<file path="src/rtl/vote_tally_n.sv">
// vote_tally_n: debounced one-vote-per-press tally with result display, leader and tie flags.
//   clock      : system clock, rising edge
//   reset_n    : asynchronous active-low reset
//   mode       : 0 = voting, 1 = result/display
//   button     : one level input per candidate
//   sel        : candidate shown on led in result mode
//   clear      : zero all tallies (result mode only)
//   led        : all ones while a vote is counted (voting) or count[sel] (result)
//   vote_valid : one-cycle pulse per accepted vote
//   vote_err   : one-cycle pulse per rejected multi-button press
//   winner     : lowest index among the leading candidates (registered)
//   tie        : two or more candidates share a nonzero maximum (registered)
module vote_tally_n #(
    parameter int NUM_CAND = 4,
    parameter int CNT_W    = 8,
    parameter int HOLD_CYC = 10,
    localparam int CAND_W  = ($clog2(NUM_CAND) > 1) ? $clog2(NUM_CAND) : 1
) (
    input  logic                clock,
    input  logic                reset_n,
    input  logic                mode,
    input  logic [NUM_CAND-1:0] button,
    input  logic [CAND_W-1:0]   sel,
    input  logic                clear,
    output logic [CNT_W-1:0]    led,
    output logic                vote_valid,
    output logic                vote_err,
    output logic [CAND_W-1:0]   winner,
    output logic                tie
);
    typedef enum logic [1:0] {IDLE, ARMED, COUNTED, REJECT} state_t;

    state_t            r_state, w_state_nx;
    logic [7:0]        r_hold, w_hold_nx;
    logic [CAND_W-1:0] r_idx, w_idx, w_idx_nx;
    logic [CNT_W-1:0]  r_count [NUM_CAND];
    logic              r_vote_valid, r_vote_err, r_tie;
    logic [CAND_W-1:0] r_winner;
    logic              w_vote, w_err, w_single, w_multi, w_same, w_tie;
    logic [CNT_W-1:0]  w_max, w_led;
    logic [CAND_W-1:0] w_win;

    // clearing the lowest set bit leaves something only when two or more bits are high
    assign w_multi  = |(button & (button - NUM_CAND'(1)));
    assign w_single = |button && !w_multi;
    assign w_same   = button == (NUM_CAND'(1) << r_idx);

    always_comb begin
        w_idx = '0;
        for (int i = NUM_CAND - 1; i >= 0; i--)
            if (button[i]) w_idx = CAND_W'(i);
    end

    always_ff @(posedge clock or negedge reset_n) begin
        if (!reset_n) begin
            r_state      <= IDLE;
            r_hold       <= '0;
            r_idx        <= '0;
            r_vote_valid <= 1'b0;
            r_vote_err   <= 1'b0;
            r_winner     <= '0;
            r_tie        <= 1'b0;
            for (int i = 0; i < NUM_CAND; i++) r_count[i] <= '0;
        end else begin
            r_state      <= w_state_nx;
            r_hold       <= w_hold_nx;
            r_idx        <= w_idx_nx;
            r_vote_valid <= w_vote;
            r_vote_err   <= w_err;
            r_winner     <= w_win;
            r_tie        <= w_tie;
            for (int i = 0; i < NUM_CAND; i++)
                if (mode && clear) r_count[i] <= '0;
                else if (w_vote && r_idx == CAND_W'(i) && r_count[i] != '1) r_count[i] <= r_count[i] + CNT_W'(1);
        end
    end

    // result mode overrides everything and drops any press in progress
    always_comb begin
        w_state_nx = r_state;
        w_hold_nx  = r_hold;
        w_idx_nx   = r_idx;
        w_vote     = 1'b0;
        w_err      = 1'b0;
        if (mode) begin
            w_state_nx = IDLE;
            w_hold_nx  = '0;
        end else begin
            case (r_state)
                IDLE: begin
                    w_state_nx = w_single ? ARMED : w_multi ? REJECT : IDLE;
                    w_hold_nx  = w_single ? 8'd1 : 8'd0;
                    w_idx_nx   = w_single ? w_idx : r_idx;
                    w_err      = w_multi;
                end
                ARMED: begin
                    w_vote     = w_same && r_hold + 8'd1 == 8'(HOLD_CYC);
                    w_err      = w_multi;
                    w_state_nx = w_vote ? COUNTED : w_same ? ARMED : w_multi ? REJECT : IDLE;
                    w_hold_nx  = (w_same && !w_vote) ? r_hold + 8'd1 : 8'd0;
                end
                default: w_state_nx = |button ? r_state : IDLE;
            endcase
        end
    end

    always_comb begin
        w_led = '0;
        for (int i = 0; i < NUM_CAND; i++)
            if (sel == CAND_W'(i)) w_led = r_count[i];
        w_led = mode ? w_led : (r_state == COUNTED) ? '1 : '0;
    end

    // strict '>' keeps the lowest index when counts are equal
    always_comb begin
        w_max = '0;
        w_win = '0;
        w_tie = 1'b0;
        for (int i = 0; i < NUM_CAND; i++)
            if (r_count[i] > w_max) begin
                w_max = r_count[i];
                w_win = CAND_W'(i);
                w_tie = 1'b0;
            end else if (r_count[i] == w_max && w_max != '0) begin
                w_tie = 1'b1;
            end
    end

    assign led        = w_led;
    assign vote_valid = r_vote_valid;
    assign vote_err   = r_vote_err;
    assign winner     = r_winner;
    assign tie        = r_tie;
endmodule

</file>
<file path="config.mk">
export PLATFORM = sky130hd
export DESIGN_NAME = vote_tally_n
export DESIGN_NICKNAME = d
export VERILOG_FILES = /design/src/rtl/vote_tally_n.sv
export SDC_FILE = /design/constraint.sdc
export NUM_CORES = 1
export LEC_CHECK = 0
export CORE_MARGIN = 5
export CORE_UTILIZATION = 61
export DETAILED_ROUTE_END_ITERATION = 6
export PLACE_DENSITY = 0.82
export SYNTH_ARGS = -nofsm -noshare
export SYNTH_HDL_FRONTEND = slang
export SYNTH_SLANG_ARGS = --single-unit
</file>
<file path="constraint.sdc">
create_clock -name clock -period 6.9 [get_ports clock]
set_input_delay 0.69 -clock clock [delete_from_list [all_inputs] [get_ports clock]]
set_output_delay 0.69 -clock clock [all_outputs]
set_load 0.02 [all_outputs]
</file>
== After elaboration in Yosys (flattened, before gate mapping) ==
Cells that the tools add are included.
Word-level totals
  bits in registers: 49
  bits in latches: 0
  memory bits (writable): 0
  memory bits (read-only): 0
  output and inout port bits: 13
  word-level logic and storage cells: 119
  memories: 0
Cells by class
  $add $sub $neg: 6
  multipliers: 0
  divide/modulo/power cells: 0
  $lt $le $gt $ge: 4
  equality and inequality tests: 18
  shift operators: 1
  mux-type cells: 45
  bitwise operators: 2
  reductions and logical operators: 32
Operators by type and width (count)
  $mux W8: 19
  $add A8 B1 Y8 const B: 5
  $ne A8 B8 Y1 const B: 4
  $eq A8 B8 Y1: 3
  $gt A8 B8 Y1: 3
  $mux W2: 12
  $reduce_bool A8 Y1: 3
  $pmux W8 S2: 1
  $logic_and A1 B1 Y1: 15
  $mux W1: 12
  $eq A2 B2 Y1 const B: 5
  $eq A8 B4 Y1 const B: 1
  $gt A8 B1 Y1 const B: 1
  $reduce_bool A2 Y1: 4
  $reduce_or A4 Y1: 2
  $eq A2 B1 Y1 const B: 3
  $logic_not A2 Y1: 3
  $and A4 B4 Y4: 1
  $eq A4 B4 Y1: 1
  $ne A4 B2 Y1 const B: 1
  $pmux W2 S2: 1
  $shl A1 B2 Y4 const A: 1
  $sub A4 B1 Y4 const B: 1
  $reduce_and A3 Y1: 1
  other kinds (4): 5

== Logic depth before layout (Yosys ltp) ==
Gate-level depths: netlist (run 1).
  word-level depth: 10
  gate-level depth with buffers: 25
  depth with buffers taken out: 24

== Worst setup path before layout (run 1) ==
OpenSTA, ideal clock, no wires.
  path type: flip-flop to flip-flop
  start: reg r_count[29] (netlist name)
  end: reg r_tie, in the netlist tie
  library setup time: 0.090 ns
  arrival time: 5.389 ns
  data required time: 6.810 ns
  slack: 1.421 ns
  stages on the path, launching flop included: 24
  cells stage by stage: dfrtp_1 > or3_1 > nor4_1 > a21oi_1 > ha_1 > nand4_1 > or2_2 > nand3_1 > clkbuf_1 > mux2i_1 > ha_1 > nor2b_1 > o21a_1 > o21ai_0 > a21o_1 > clkbuf_1 > o21ai_0 > ha_1 > a2111oi_0 > o21ai_0 > a221o_1 > nand2_1 > o311ai_1 > o221ai_1
Between the ends
  cells in the longest elaborated chain, start to end: 10
  elaborated cells on any way between the ends: 22
RTL lines
  start: declaration: RTL line 36  | logic [CNT_W-1:0] r_count [NUM_CAND];
  start signal: indexed assignment: RTL line 73  | if (mode && clear) r_count[i] <= '0;
  $gt A8 B1 Y1: RTL line 120  | if (r_count[i] > w_max) begin
  $mux W8 (*): RTL line 120
  parallel branches: the longest is 7 deep, another holds $gt A8 B8 Y1
  $mux W1 (*): RTL line 120
  net w_tie: RTL line 39  | logic w_vote, w_err, w_single, w_multi, w_same, w_tie;
  end signal: assignment: RTL line 71  | r_tie <= w_tie;
  end: declaration: RTL line 37  | logic r_vote_valid, r_vote_err, r_tie;
Mark *: on every way through the listed nets, which the timed path passes.
A chain may end at the register's enable or synchronous reset.

== Final worst setup path (run 1) ==
Same ends and word-level chain as after synthesis.

==> summary.txt, run 1 <==
=================================================================================
Result of the run                                                       completed
Simple logic cell fraction of the synthesized area                         0.2408
Area Overhead vs Synth                                                     9.563%
Adder-cell area share of the yosys netlist                                 0.1005
Crit Reg-Reg Endpoint                                                tie$_DFF_PN0_
DRT iter0 DRCs                                                                315
Power density over cell area                                         139.9 nW/um2
Highest attainable clock frequency                                      161.5 MHz
Top cells by area, synth                                             sky130_fd_sc_hd__dfrtp_1, sky130_fd_sc_hd__ha_1, sky130_fd_sc_hd__mux4_2
Seq/Total Area, Yosys                                                      0.3177
Minimum period implied by the final worst setup slack                     6190 ps
Synthesis warning total                                                         0
Residual DRC                                                                    0
Antenna violations before repair                                                0
Via density per instance                                                    6.641
CP cell instances                                                    or3_1 -> nor4_1 -> a21oi_1 -> ha_1 -> nor2b_1 -> o211ai_1 -> nand4b_1 -> nand3_1 -> mux2i_1 -> ha_1 -> a21oi_1 -> o21ai_0 -> mux2i_1 -> a21o_1 -> nor2_1 -> or2_2 -> ha_1 -> a2111oi_0 -> o21ai_0 -> a221o_1 -> nand2_1 -> o311ai_1 -> o221ai_1
Xor and xnor fraction of the mapped netlist area                          0.03177
Maximum number of pins on one net before global-route repair                   50
Fraction of the core area covered by cells at the end of the flow          0.6776
Multiplexer area fraction after synthesis                                 0.08395
Fraction of the mapped netlist area in compound gates                      0.1812
Number of detailed-routing iterations run before antenna repair                 5
Clock tree root driver cell                                          sky130_fd_sc_hd__clkbuf_8
I/O pin total                                                                  23
Largest incremental delay on the critical path                             520 ps
Num CTS Buffers                                                                 5
Pin slew with the least headroom to its limit                             1128 ps
Power Total                                                              591.8 uW
Post-route standard cell area excluding fillers                          4229 um2
Number of library cell types mapped by synthesis                               64
Clock latency reported for the late side of the worst-skew pair            310 ps
Fin. max-slew vios                                                              0
I/O Buffers                                                                    22
DR WL/cell                                                               18.98 um
Vias after detailed routing                                                  3533
CP required                                                               7130 ps
CTS clock-pin slew for the worst setup and hold paths                       90 ps
Type of the setup path with the least slack                          register to register
Post-CTS setup buffer count                                                     0
Number of nets in the final layout                                            495
Die footprint                                                            8018 um2
Clock skew after layout                                                  5.174 ps
Total length of routed met2 wires                                         4833 um
Horizontal die dimension                                                 89.55 um
Maximum buffer depth of the clock tree                                          2
ANT cells                                                                       0
Share of the clock period used by the worst path                           0.8972
Maximum VDD drop                                                        0.1180 mV
Setup crit end kind                                                      register
Library cell occupying the most area in the post-synthesis netlist   sky130_fd_sc_hd__dfrtp_1
Final setup violating endpoints                                                 0
Commonest register cell after synthesis                              sky130_fd_sc_hd__dfrtp_1
Highest metal layer with signal wires                                        met4
Cell type with the highest occurrence count on the critical path     sky130_fd_sc_hd__ha_1
Global-route wire length before repair                                   16250 um
Number of placement rows                                                       29
Initial standard-cell utilization of the core                              0.6185
Combinational family with the most area after synthesis              simple AND/OR/NAND/NOR gates
Global-route usage over all layers                                         0.2645
Synthesized netlist net count                                                 482
Ratio of cells with drive above 1 in the final layout                     0.07912
Proportion of netlist area held by the largest area contributor            0.3177
Setup TNS after final layout                                                 0 ps
Worst min-delay path category                                        input port to async pin
Cell Count Post-Placement                                                     524
Placed cell area                                                         4118 um2
Final HPWL DP                                                             7405 um
R2R depth                                                                      23
# H-tree levels                                                                 2
Seq cells post-synth                                                           49
Sum of routed wire length over all layers                                10100 um
Share of synthesized registers carrying an async set or reset               1.000
Max capacitance violation total                                                 0
Critical Path Start Type                                                 register
Register-to-Register Setup Slack                                           710 ps
Master of the slowest instance on the critical path                  sky130_fd_sc_hd__nor4_1
Routability congestion estimate                                            0.9241
Core ar.                                                                 6241 um2
Sink Count                                                                     49
Final ANT Viol Nets                                                             0
Normalized max-slew margin                                                 0.2462
Count of endpoints failing hold in the final timing report                      0
Mean area per synthesized cell                                          8.753 um2
CP arrival                                                                6420 ps
Routed met3 length                                                         570 um
CTS tree                                                                     done
Number of cells upsized or downsized after cts                                  0
Hold-fix buffers, CTS                                                           0
Via count of the first global-routing pass                                   3274
Mapped cell area                                                         3860 um2
Setup repair after global routing missed its margin                            no
EDFF count, synth                                                               0
Remaining Overflow, GRT                                                         0
Start of the worst register-to-register path                         r_count[29]$_DFFE_PN0P_
Height of the die                                                        89.55 um
Number of non-filler instances in the completed layout                        532
Met1 wire length                                                          4471 um
LEAKAGE                                                               0.001920 uW
Gate count of the mapped netlist                                              441
Max FO, Critical Path                                                          16
=================================================================================
## synthesized netlist by cell type (2+ instances only)
library cell	n
sky130_fd_sc_hd__a211oi_1	2
sky130_fd_sc_hd__a21o_1	13
sky130_fd_sc_hd__a21oi_1	30
sky130_fd_sc_hd__a221oi_1	2
sky130_fd_sc_hd__a22oi_1	2
sky130_fd_sc_hd__a31o_2	3
sky130_fd_sc_hd__and2_1	4
sky130_fd_sc_hd__and3_1	11
sky130_fd_sc_hd__buf_1	2
sky130_fd_sc_hd__buf_2	4
sky130_fd_sc_hd__clkbuf_1	13
sky130_fd_sc_hd__dfrtp_1	49
sky130_fd_sc_hd__ha_1	31
sky130_fd_sc_hd__inv_1	25
sky130_fd_sc_hd__mux2_2	3
sky130_fd_sc_hd__mux2i_1	11
sky130_fd_sc_hd__mux4_2	8
sky130_fd_sc_hd__nand2_1	40
sky130_fd_sc_hd__nand2b_1	6
sky130_fd_sc_hd__nand3_1	15
sky130_fd_sc_hd__nand3b_1	2
sky130_fd_sc_hd__nand4_1	12
sky130_fd_sc_hd__nor2_1	34
sky130_fd_sc_hd__nor2b_1	3
sky130_fd_sc_hd__nor3_1	7
sky130_fd_sc_hd__nor3b_1	2
sky130_fd_sc_hd__nor4_1	5
sky130_fd_sc_hd__o211ai_1	6
sky130_fd_sc_hd__o21ai_0	27
sky130_fd_sc_hd__o311ai_1	2
sky130_fd_sc_hd__o31ai_1	3
sky130_fd_sc_hd__o41ai_1	2
sky130_fd_sc_hd__or2_2	4
sky130_fd_sc_hd__or3_1	8
sky130_fd_sc_hd__or4_1	9
sky130_fd_sc_hd__xnor2_1	11
sky130_fd_sc_hd__xor2_1	3
## per-layer routing
layer	GRT usage	vias to the layer above
li1	-	1664
met2	0.4242	147
met5	0	-
met3	0.04332	24
met4	0.08390	0
met1	0.3652	1698
## worst max-delay path: cells and delay by family (launching register included)
family	cells	cell delay, ps
flip-flops	1	470
multiplexers	2	670
AND/OR/NAND/NOR	8	2270
adder cells (fa/ha/maj)	3	730
AO/OA/AOI/OAI	10	1960
## cell families after synthesis
logic type | Yosys count
adder cells (fa/ha/maj) | 31
XOR/XNOR | 14
buffers and inverters | 44
multiplexers | 22
AND/OR/NAND/NOR | 173
flip-flops | 49
AO/OA/AOI/OAI | 108
## report_power, final
part           internal (uW)  total (uW)  switching (uW)
clock network            109         211             102
registers                293         307            14.3
logic                   30.9        73.5            42.5
total                    433         592             159
## worst max path at each step
stage,slack (ps),from,endpoint,depth (start not counted)
after floorplan,1420,r_count[29]$_DFFE_PN0P_,tie$_DFF_PN0_,23
after global placement,1160,r_count[29]$_DFFE_PN0P_,tie$_DFF_PN0_,22
after detailed placement,840,r_count[29]$_DFFE_PN0P_,tie$_DFF_PN0_,23
after CTS,810,r_count[29]$_DFFE_PN0P_,tie$_DFF_PN0_,23
after global routing,240,r_count[29]$_DFFE_PN0P_,tie$_DFF_PN0_,23
final,710,r_count[29]$_DFFE_PN0P_,tie$_DFF_PN0_,23
## final cells by class
type | count | area [um2]
clock buffers | 6 | 72.57
clock inverters | 2 | 38.79
fillers | 526 | 2012
inverters | 25 | 93.84
multi-input cells | 348 | 2464
flip-flops and latches | 49 | 1226
well taps | 77 | 96.34
repair buffers | 25 | 237.7
## flip-flops by register name, summed over array words and instances, names as in the netlist
name,count
r_state,2
winner,2
tie,1
r_count,32
r_idx,2
r_hold,8
vote_valid,1
vote_err,1
## stage by stage
stage | setup WS, ps | hold slack (ps)
4_1_cts | 806.8 | 508.1
3_3_place_gp | 1163 | 554.0
5_1_grt | 244.7 | 543.6
2_1_floorplan | 1421 | 394.4
3_5_place_dp | 844.8 | 564.6
6_report | 709.6 | 482.4
## layout by cell type, fill, tap and decap left out, types with 12 or more instances in the layout
cell and n:
sky130_fd_sc_hd__inv_1 25, sky130_fd_sc_hd__a21oi_1 30, sky130_fd_sc_hd__o21ai_0 27, sky130_fd_sc_hd__dfrtp_1 49, sky130_fd_sc_hd__clkdlybuf4s50_1 21, sky130_fd_sc_hd__nand4_1 12
sky130_fd_sc_hd__ha_1 31, sky130_fd_sc_hd__nor2_1 34, sky130_fd_sc_hd__nand2_1 40, sky130_fd_sc_hd__a21o_1 13, sky130_fd_sc_hd__nand3_1 15
No activity file was read; power rests on OpenSTA's default activity.
==> run 2, diff against run 1 <==
--- a/config.mk
+++ b/config.mk
@@ -6,8 +6,9 @@
 export NUM_CORES = 1
 export LEC_CHECK = 0
 export CORE_MARGIN = 5
-export CORE_UTILIZATION = 61
+export CORE_UTILIZATION = 65
 export DETAILED_ROUTE_END_ITERATION = 6
+export DONT_BUFFER_PORTS = 1
 export PLACE_DENSITY = 0.82
 export SYNTH_ARGS = -nofsm -noshare
 export SYNTH_HDL_FRONTEND = slang
==> run 2 against run 1 <==
First-iteration DRC count rose by 2.2%. Combinational power fell by 34%. Register-to-register slack got worse by 170 ps. Clock power barely moved. Clock skew rose by 1.6 ps. Cell count fell by 4.9%. Die area fell by 5.5%. Critical path type unchanged. Critical endpoint unchanged. Largest cell class unchanged.
==> summary.txt, run 2 (synthesis gave the netlist of run 1 again) <==
==================================================================================
DRT iter0 DRCs                                                                 322   was 315
Minimum period implied by the final worst setup slack                      6359 ps   was 6190 ps
Number of filler instances in the final layout                                 470   was 526
Via density per instance                                                     6.777   was 6.641
CP arrival                                                                 6580 ps   was 6420 ps
Clock tree root driver cell                                           sky130_fd_sc_hd__clkbuf_8   unchanged
Setup crit end kind                                                       register   unchanged
Type of the setup path with the least slack                           register to register   unchanged
Global routing usage on met2                                                0.4458   was 0.4242
Residual DRC                                                                     0   unchanged
Global routing usage on met3                                               0.06812   was 0.04332
# H-tree levels                                                                  2   unchanged
Most used cells in the layout excluding fill and tap cells            sky130_fd_sc_hd__dfrtp_1, sky130_fd_sc_hd__nand2_1, sky130_fd_sc_hd__nor2_1   unchanged
Pin slew with the least headroom to its limit                              1089 ps   was 1128 ps
Final HPWL DP                                                              7290 um   was 7405 um
Initial standard-cell utilization of the core                               0.6598   was 0.6185
Global route hottest layer                                                    met2   unchanged
Number of cells upsized or downsized after cts                                   0   unchanged
Horizontal die dimension                                                  87.06 um   was 89.55 um
Die footprint                                                             7579 um2   was 8018 um2
DR WL/cell                                                                19.62 um   was 18.98 um
Global-route usage over all layers                                          0.2812   was 0.2645
Setup repair after global routing missed its margin                             no   unchanged
Ratio of cells with drive above 1 in the final layout                      0.07657   was 0.07912
Count of endpoints failing hold in the final timing report                       0   unchanged
Power density over cell area                                          142.2 nW/um2   was 139.9 nW/um2
Maximum buffer depth of the clock tree                                           2   unchanged
Post-CTS setup buffer count                                                      0   unchanged
CTS tree                                                                      done   unchanged
Num CTS Buffers                                                                  5   unchanged
Global-route wire length before repair                                    16590 um   was 16250 um
Antenna violations before repair                                                 0   unchanged
I/O Buffers                                                                      0   was 22
Remaining Overflow, GRT                                                          0   unchanged
Number of placement rows                                                        28   was 29
Sum of routed wire length over all layers                                  9930 um   was 10100 um
Sink Count                                                                      49   unchanged
Via count of the first global-routing pass                                    3372   was 3274
Placed cell area                                                          3885 um2   was 4118 um2
Max FO, Critical Path                                                           16   unchanged
CTS clock-pin slew for the worst setup and hold paths                       100 ps   was 90 ps
Global routing usage on met1                                                0.3644   was 0.3652
Fin. max-slew vios                                                               0   unchanged
Biggest register                                                           r_count   unchanged
Clock latency reported for the late side of the worst-skew pair             310 ps   about the same
Core ar.                                                                  5851 um2   was 6241 um2
Regs by FF count                                                      r_count: 32 flops, r_hold: 8 flops   unchanged
Clock skew after layout                                                   6.752 ps   was 5.174 ps
Setup TNS after final layout                                                  0 ps   unchanged
I/O pin total                                                                   23   unchanged
Result of the run                                                        completed   unchanged
Normalized max-slew margin                                                  0.2723   was 0.2462
CP required                                                                7120 ps   was 7130 ps
ANT cells                                                                        0   unchanged
Final setup violating endpoints                                                  0   unchanged
Flip-flop count of the largest register, all copies and words added             32   unchanged
Number of nets in the final layout                                             471   was 495
Final ANT Viol Nets                                                              0   unchanged
Max capacitance violation total                                                  0   unchanged
Highest attainable clock frequency                                       157.2 MHz   was 161.5 MHz
Hold-fix buffers, CTS                                                            0   unchanged
Share of the clock period used by the worst path                            0.9217   was 0.8972
Maximum VDD drop                                                         0.1156 mV   was 0.1180 mV
Area Overhead vs Synth                                                      3.533%   was 9.563%
Height of the die                                                         87.06 um   was 89.55 um
LEAKAGE                                                                0.001829 uW   was 0.001920 uW
Number of detailed-routing iterations run before antenna repair                  5   unchanged
Most common cell after layout, fill and taps aside                    sky130_fd_sc_hd__dfrtp_1   unchanged
Post-route standard cell area excluding fillers                           3996 um2   was 4229 um2
Routability congestion estimate                                             0.9595   was 0.9241
Worst min-delay path category                                         input port to async pin   unchanged
Vias after detailed routing                                                   3429   was 3533
Fraction of the core area covered by cells at the end of the flow           0.6831   was 0.6776
Maximum number of pins on one net before global-route repair                    50   unchanged
Critical Path Start Type                                                  register   unchanged
==================================================================================
==> run 2: cell types whose count changed in the layout (fill, tap and decap cells not counted) <==
cell,change
sky130_fd_sc_hd__buf_2,-1
sky130_fd_sc_hd__clkdlybuf4s50_1,-21
sky130_fd_sc_hd__buf_4,-2
==> run 2: per-layer routing <==
layer	vias to the layer above	routed length [um]
li1	1618	-
met1	1633	4218
met2	137	4586
met3	41	776
met4	0	349
met5	-	0
==> run 2: path summary, 6_finish.rpt <==
| kind | from | endpoint | slack [ps] | depth (start not counted) |
|---|---|---|---|---|
| max in group asynchronous | reset_n | r_count[16]$_DFFE_PN0P_ | 6730 | 0 |
| min reg2reg | r_hold[7]$_DFFE_PN0P_ | r_hold[7]$_DFFE_PN0P_ | 590 | 2 |
| min in group clock | mode | r_state[0]$_DFFE_PN0P_ | 440 | 1 |
| max | r_count[29]$_DFFE_PN0P_ | tie$_DFF_PN0_ | 540 | 23 |
| max reg2reg | r_count[29]$_DFFE_PN0P_ | tie$_DFF_PN0_ | 540 | 23 |
| min | reset_n | winner[1]$_DFF_PN0_ | 60 | 0 |
==> run 2: report_power, final <==
part	internal, uW	total [uW]	leakage (uW)	switching (uW)
clock network	109	212	0.0000554	103
registers	293	307	0.000679	14.4
logic	19.8	48.6	0.00110	28.9
==> run 2: worst max-delay path, stage by stage (launching register included) <==
cell	delay, ps
sky130_fd_sc_hd__dfrtp_1	470
sky130_fd_sc_hd__or3_1	420
sky130_fd_sc_hd__nor4_1	510
sky130_fd_sc_hd__a21oi_1	210
sky130_fd_sc_hd__ha_1	220
sky130_fd_sc_hd__nor2b_1	110
sky130_fd_sc_hd__o211ai_1	90
sky130_fd_sc_hd__nand4b_1	230
sky130_fd_sc_hd__nand3_1	500
sky130_fd_sc_hd__mux2i_1	450
sky130_fd_sc_hd__ha_1	310
sky130_fd_sc_hd__nor2b_1	140
sky130_fd_sc_hd__o21a_1	160
sky130_fd_sc_hd__o21ai_0	250
sky130_fd_sc_hd__a21o_1	440
sky130_fd_sc_hd__nor2_1	100
sky130_fd_sc_hd__or2_2	310
sky130_fd_sc_hd__ha_1	190
sky130_fd_sc_hd__a2111oi_0	360
sky130_fd_sc_hd__o21ai_0	160
sky130_fd_sc_hd__a221o_1	310
sky130_fd_sc_hd__nand2_1	110
sky130_fd_sc_hd__o311ai_1	120
sky130_fd_sc_hd__o221ai_1	110
==> run 2: per-stage QoR <==
stage          hold slack [ps]  power [uW]  instances  worst slack (ps)
2_1_floorplan            394.4       350.7        441              1421
3_3_place_gp             396.0       359.4        498              1201
3_5_place_dp             395.9       360.5        498             743.5
4_1_cts                  56.71       569.5        506             685.9
5_1_grt                  44.10       588.0        506             160.7
6_report                 61.75       568.2        506             540.5
==> run 2: area by class of cell <==
cell class / instances / area, um2 / area share
clock buffers: 6 / 72.57 / 0.01816
inverters: 25 / 93.84 / 0.02348
repair buffers: 1 / 7.507 / 0.001879
clock inverters: 2 / 38.79 / 0.009706
multi-input cells: 348 / 2464 / 0.6165
well taps: 75 / 93.84 / 0.02348
flip-flops and latches: 49 / 1226 / 0.3068
